File: config.mk
export PLATFORM = sky130hd
export DESIGN_NAME = mem_arbiter
export DESIGN_NICKNAME = d
export VERILOG_FILES = /design/src/rtl/mem_arbiter.sv
export SDC_FILE = /design/constraint.sdc
export NUM_CORES = 1
export LEC_CHECK = 0
export ABC_AREA = 1
export CAP_MARGIN = 20
export CORE_AREA = 2 2 132 134
export CTS_CLUSTER_SIZE = 40
export DETAILED_ROUTE_END_ITERATION = 10
export DIE_AREA = 0 0 134 136
export PLACE_DENSITY_LB_ADDON = 0.05
export REMOVE_ABC_BUFFERS = 1
export SLEW_MARGIN = 0
export SYNTH_ARGS = -nofsm -noshare
export SYNTH_HDL_FRONTEND = slang
export SYNTH_SLANG_ARGS = --single-unit
File: constraint.sdc
create_clock -name clk -period 2.95 [get_ports clk]
set_input_delay 0.295 -clock clk [delete_from_list [all_inputs] [get_ports clk]]
set_output_delay 0.295 -clock clk [all_outputs]
set_load 0.05 [all_outputs]
File: src/rtl/mem_arbiter.sv
// mem_arbiter: shares one single-ported word memory between the instruction
// fetch port and the data load/store port of the core. Accesses are
// serialised with a fixed memory latency; contention alternates priority.
// Optional macro MEM_ARB_PERF_EN adds grant and conflict counters.
module mem_arbiter #(
    parameter int unsigned MEM_LATENCY = 2,
    parameter int unsigned ADDR_W      = 32
) (
    input  logic              clk,
    input  logic              rst,
    input  logic              inst_ren,
    input  logic [31:0]       inst_addr,
    output logic [31:0]       inst_data,
    output logic              inst_stall,
    input  logic              d_ren,
    input  logic              d_wen,
    input  logic [31:0]       d_addr,
    input  logic [31:0]       d_wdata,
    output logic [31:0]       d_rdata,
    output logic              d_stall,
`ifdef MEM_ARB_PERF_EN
    output logic [31:0]       perf_i_grants,
    output logic [31:0]       perf_d_grants,
    output logic [31:0]       perf_conflict_cycles,
`endif
    output logic              ram_cs,
    output logic              ram_we,
    output logic [ADDR_W-1:0] ram_addr,
    output logic [31:0]       ram_din,
    input  logic [31:0]       ram_dout
);

    localparam int unsigned CNT_W  = 4;
    localparam int unsigned DATA_W = 32;

    typedef enum logic [1:0] {
        IDLE   = 2'd0,
        ACCESS = 2'd1,
        DONE   = 2'd2
    } state_t;

    state_t              state, state_n;
    logic [CNT_W-1:0]    cnt, cnt_n;
    logic                owner_d, owner_d_n;
    logic                last_d, last_d_n;
    logic                cs_n, we_n;
    logic [ADDR_W-1:0]   addr_n;
    logic [DATA_W-1:0]   din_n, idata_n, drdata_n;

    logic                dreq, ireq, pick_d;
    logic [31:0]         i_word, d_word;

    // Request decode, arbitration pick and byte-to-word address conversion
    assign dreq   = d_ren | d_wen;
    assign ireq   = inst_ren;
    assign pick_d = dreq & ~(ireq & last_d);
    assign i_word = inst_addr >> 2;
    assign d_word = d_addr >> 2;

    // Stalls: a requesting port waits until its own DONE cycle; none during reset
    assign inst_stall = ~rst & ireq & ~((state == DONE) & ~owner_d);
    assign d_stall    = ~rst & dreq & ~((state == DONE) & owner_d);

    // State and registered-output register
    always_ff @(posedge clk) begin
        if (rst) begin
            state     <= IDLE;
            cnt       <= '0;
            owner_d   <= 1'b0;
            last_d    <= 1'b0;
            ram_cs    <= 1'b0;
            ram_we    <= 1'b0;
            ram_addr  <= '0;
            ram_din   <= '0;
            inst_data <= '0;
            d_rdata   <= '0;
        end else begin
            state     <= state_n;
            cnt       <= cnt_n;
            owner_d   <= owner_d_n;
            last_d    <= last_d_n;
            ram_cs    <= cs_n;
            ram_we    <= we_n;
            ram_addr  <= addr_n;
            ram_din   <= din_n;
            inst_data <= idata_n;
            d_rdata   <= drdata_n;
        end
    end

    // Next-state and next-output logic
    always_comb begin
        state_n   = state;
        cnt_n     = cnt;
        owner_d_n = owner_d;
        last_d_n  = last_d;
        cs_n      = ram_cs;
        we_n      = ram_we;
        addr_n    = ram_addr;
        din_n     = ram_din;
        idata_n   = inst_data;
        drdata_n  = d_rdata;

        case (state)
            IDLE: begin
                if (dreq | ireq) begin
                    owner_d_n = pick_d;
                    last_d_n  = pick_d;
                    we_n      = pick_d & d_wen;
                    addr_n    = pick_d ? ADDR_W'(d_word) : ADDR_W'(i_word);
                    din_n     = d_wdata;
                    cs_n      = 1'b1;
                    cnt_n     = CNT_W'(1);
                    state_n   = ACCESS;
                end
            end
            ACCESS: begin
                if (cnt == CNT_W'(MEM_LATENCY)) begin
                    if (!ram_we) begin
                        if (owner_d) begin
                            drdata_n = ram_dout;
                        end else begin
                            idata_n = ram_dout;
                        end
                    end
                    cs_n    = 1'b0;
                    we_n    = 1'b0;
                    state_n = DONE;
                end else begin
                    cnt_n = cnt + CNT_W'(1);
                end
            end
            DONE: begin
                state_n = IDLE;
            end
            default: begin
                state_n = IDLE;
            end
        endcase
    end

`ifdef MEM_ARB_PERF_EN
    // Performance counters: grants per port and cycles with both ports stalled
    always_ff @(posedge clk) begin
        if (rst) begin
            perf_i_grants        <= '0;
            perf_d_grants        <= '0;
            perf_conflict_cycles <= '0;
        end else begin
            if ((state == IDLE) && (dreq | ireq)) begin
                if (pick_d) begin
                    perf_d_grants <= perf_d_grants + 32'(1);
                end else begin
                    perf_i_grants <= perf_i_grants + 32'(1);
                end
            end
            if (inst_stall && d_stall) begin
                perf_conflict_cycles <= perf_conflict_cycles + 32'(1);
            end
        end
    end
`endif

endmodule

Yosys cells after proc, flatten, opt, wreduce, memory -nomap -nowiden
Cells that the tools add are included.
Widths: inputs -> output; s select.

cells by class
  bitwise logic cells = 17
  eq/ne operators = 6
  reduce and logical (&&, ||, !) cells = 8
  add/sub/neg operators = 1
  multiplexer cells = 12

operators by type and width
  kind                 number
  $mux 30              1
  $and 1x1->1          9
  $mux 4               2
  $pmux 4 s2           1
  $reduce_and 4->1     2
  $ne 2x2->1 const B   3
  $not 1->1            6
  $reduce_and 3->1     2
  $add 4x1->4 const B  1
  $eq 4x2->1 const B   1
  $mux 2               2
  $pmux 1 s2           2
  $pmux 2 s2           1
  $reduce_and 2->1     2
  $mux 1               3
  $eq 2x1->1 const B   1
  $eq 2x2->1 const B   1
  $logic_not 2->1      1
  $or 1x1->1           2
  $reduce_bool 2->1    1

word-level totals
  output and inout port bits = 132
  bits in registers = 137
  logic and storage cells = 53

Logic depth before layout (Yosys ltp)
  word-level depth = 6
  mapped depth = 9

Least setup slack after synthesis
OpenSTA, ideal clock, no wires.

  path type = input -> output
  from = input port rst
  to = output port d_stall
  buffers on the path = 1
  path slack = 0.947 ns
  arrival = 1.708 ns
  required time = 2.655 ns
  stages = 2
  cell sequence = buf_2 a311oi_1

on the way
  cells in the longest elaborated chain, start to end = 3

RTL lines
  element                    line  RTL
  from (decl)                10    input logic rst,
  $not 1->1                  62    assign d_stall = ~rst & dreq & ~((state == DONE) & owner_d);
  $and 1x1->1 (2 in series)  62
  to (decl)                  20    output logic d_stall,

No other way between the ends.

Worst setup path after layout
Ends and elaborated chain as after synthesis.

==> run_results.csv <==
group,metric,value,unit
detailed_routing,drt_wl_total,16660,um
clock_network,cts_buffer_depth,2,
floorplan,die_h,136,um
setup_path,crit_path_top_delay_cell,"clkdlybuf4s50_1",
power,powerDensity,598.2,nW/um^2
timing,fin_crit_sh,81.60,%
logic_synthesis,yosysUniqueCellTypes,25,
floorplan,design.core.area,16880,um^2
logic_synthesis,ys_seq_elements,135,
floorplan,pin_count,265,
setup_path,critical_path.startpoint,"rst",
setup_path,crit_arrival,2.11,ns
timing,fin_skew,0.007920,ns
logic_synthesis,muxShareOfSynthArea,0,%
logic_synthesis,synth-xor-area-share,0,%
timing,worst_pin_slew,0.7943,ns
timing,tns,0,ns
global_routing,grt_pass1_wl,26900,um
timing,slew_viol_final,0,
timing,hold_viol_final,0,
setup_path,worst_path_largest_cell_delay,0.86,ns
clock_network,cts_tree,"built",
global_routing,antenna_found_initial,0,
detailed_routing,drt_iter0_markers,234,
detailed_routing,drt_first_pass_iters,4,
flow_run,cap_violations,0,
clock_network,clk_pin_slew_worst_paths,0.06,ns
place,gp_congestion,0.7304,
place,placed_cells,1287,
place,postPlaceCellArea,8432,um^2
logic_synthesis,synthSimpleGateAreaFrac,35.73,%
clock_network,clkSinkCount,135,
final_layout,fillers,1698,
setup_path,crit_fanout,10,
logic_synthesis,yosysTopAreaCellShare,46.41,%
clock_network,cts_setup_buffers,0,
power,p_leak,3.880,nW
clock_network,htreeDepth,4,
setup_path,path_class,"in -> out",
final_layout,syn2layout_area_growth,54.94,%
setup_path,critPathLaunchType,"primary input",
logic_synthesis,synth_area,5823,um^2
logic_synthesis,synth_ff_type,"dfxtp_1",
detailed_routing,drc,0,
global_routing,grt_max_degree,93,
global_routing,global_route.usage.total,18.68,%
place,port_buffers,258,
timing,fmax,415.4,MHz
clock_network,clk_latency,0.41,ns
setup_path,critPathMostFrequentCell,"clkdlybuf4s50_1",
setup_path,end_kind,"output pin",
setup_path,crit_path_cell_trace,"clkdlybuf4s50_1 > a311oi_1 > clkdlybuf4s50_1",
floorplan,rows,48,
status,status,"finished clean",
setup_path,reg2reg_from,"cnt[0]",
detailed_routing,ant_nets,0,
clock_network,clock-root-buffer,"clkbuf_16",
timing,setup_viol,0,
logic_synthesis,synth_top_family_by_area,"simple AND/OR/NAND/NOR gates",
timing,rsz0062_at_grt,"false",
floorplan,dieWidth,134,um
timing,slew-limit-headroom,46.92,%
clock_network,hold_buffers,0,
detailed_routing,avgViaCountPerCell,4.342,
logic_synthesis,yosysWarnings,0,
clock_network,cts_resized,0,
timing,fin_crit,2.407,ns
final_layout,diodes,0,
detailed_routing,wire_per_inst,12.64,um
global_routing,grt_pass1_vias,5298,
logic_synthesis,syn_inst,849,
detailed_routing,vias,5723,
hold_path,hold_start,"ram_cs",
floorplan,die_area,18220,um^2
clock_network,cts_buffers,17,
logic_synthesis,avgSynthCellArea,6.859,um^2
final_layout,final_cells,1318,
final_layout,design_area,9022,um^2
logic_synthesis,async_flop_share,0,%
final_layout,final_nets,1216,
floorplan,initial_core_util,34.50,%
logic_synthesis,yosys.area.top_type,"dfxtp_1",
setup_path,cp.required,2.65,ns
power,vdd_drop_max,0.3820,mV
power,finalPower,5.397,mW
logic_synthesis,synthAdderAreaFrac,0.4297,%
logic_synthesis,synth-compound-area-share,6.317,%
logic_synthesis,ys_seq_area_share,46.41,%
hold_path,hp-class,"reg -> reg",
place,dp_hpwl,11130,um
logic_synthesis,synth_area_leaders,"dfxtp_1, nor2_1, nand2_1",
logic_synthesis,synth_edf_count,0,
timing,whs,0.4707,ns
global_routing,grt_remaining_overflow,0,
final_layout,drive_gt1_share,5.032,%
-- metrics by stage --
| step | util [%] | worst slack (ns) |
|---|---|---|
| finish | 53.46 | 0.5429 |
| detailed placement | 49.96 | 0.5275 |
| global placement | 49.96 | 0.5314 |
| CTS | 53.46 | 0.5085 |
| global route | 53.46 | 0.4345 |
| floorplan | - | 0.2744 |
-- worst paths after layout --
check                      to  slack, ns  cells after the start
setup / recovery      d_stall       0.54                      3
hold / removal         ram_cs       0.47                      2
setup reg to reg  d_rdata[16]       1.09                      7
hold reg to reg        ram_cs       0.47                      2
-- critical path: cells and delay by family --
kind | cells | cell delay, ns
buf+inv | 2 | 1.45
compound gates | 1 | 0.37
-- cells by family after synthesis --
logic type	after synthesis
AOI/OAI and AO/OA	72
adders and majority gates	2
buffers and inverters	131
DFF	135
other	1
and+or+nand+nor	508
-- layer usage --
metal / vias to the layer above / wire [um] / track usage (%)
li1: 3053 / - / -
met1: 2471 / 7229 / 22.29
met2: 188 / 7382 / 29.34
met3: 11 / 1904 / 9.471
met4: 0 / 141 / 5.851
met5: - / 0 / 0
-- registers in the layout, summed over array words and instances (netlist names) --
signal / count
cnt: 4
d_rdata: 32
inst_data: 32
last_d: 1
ram_addr: 30
ram_cs: 1
ram_din: 32
ram_we: 1
state: 2
-- report_power, final --
group	switching (mW)	total [mW]	internal (mW)
sequential	0.0618	2.00	1.94
clock	0.771	2.14	1.37
combinational	0.791	1.26	0.465
-- final cells by class --
| type | instances | area (um^2) | share of cell area (%) |
|---|---|---|---|
| repair buffers | 267 | 2673 | 29.62 |
| multi-input cells | 584 | 2489 | 27.58 |
| flip-flops and latches | 135 | 2703 | 29.95 |
| clock inverters | 8 | 122.6 | 1.359 |
| clock buffers | 23 | 467.9 | 5.187 |
| well taps | 225 | 281.5 | 3.120 |
| inverters | 76 | 286.5 | 3.176 |
-- layout by cell type (no fill, tap or decap), types with 8 or more instances in the layout --
master             n
inv_1             69
o21ai_1           12
buf_4              8
nand3_1           72
clkbuf_16         17
clkdlybuf4s50_1  257
o21ai_0           51
nor2_1           289
dfxtp_1          135
nand2_1          134
-- synthesized netlist by cell type (4+ instances only) --
master,instances
a21oi_1,7
inv_2,5
buf_6,12
nand2_1,134
buf_1,4
nor2_1,289
clkbuf_1,14
dfxtp_1,135
nor2_4,5
o21ai_1,12
inv_1,71
buf_4,12
nand3_1,72
buf_2,13
o21ai_0,51
No activity file was read; power rests on OpenSTA's default activity.
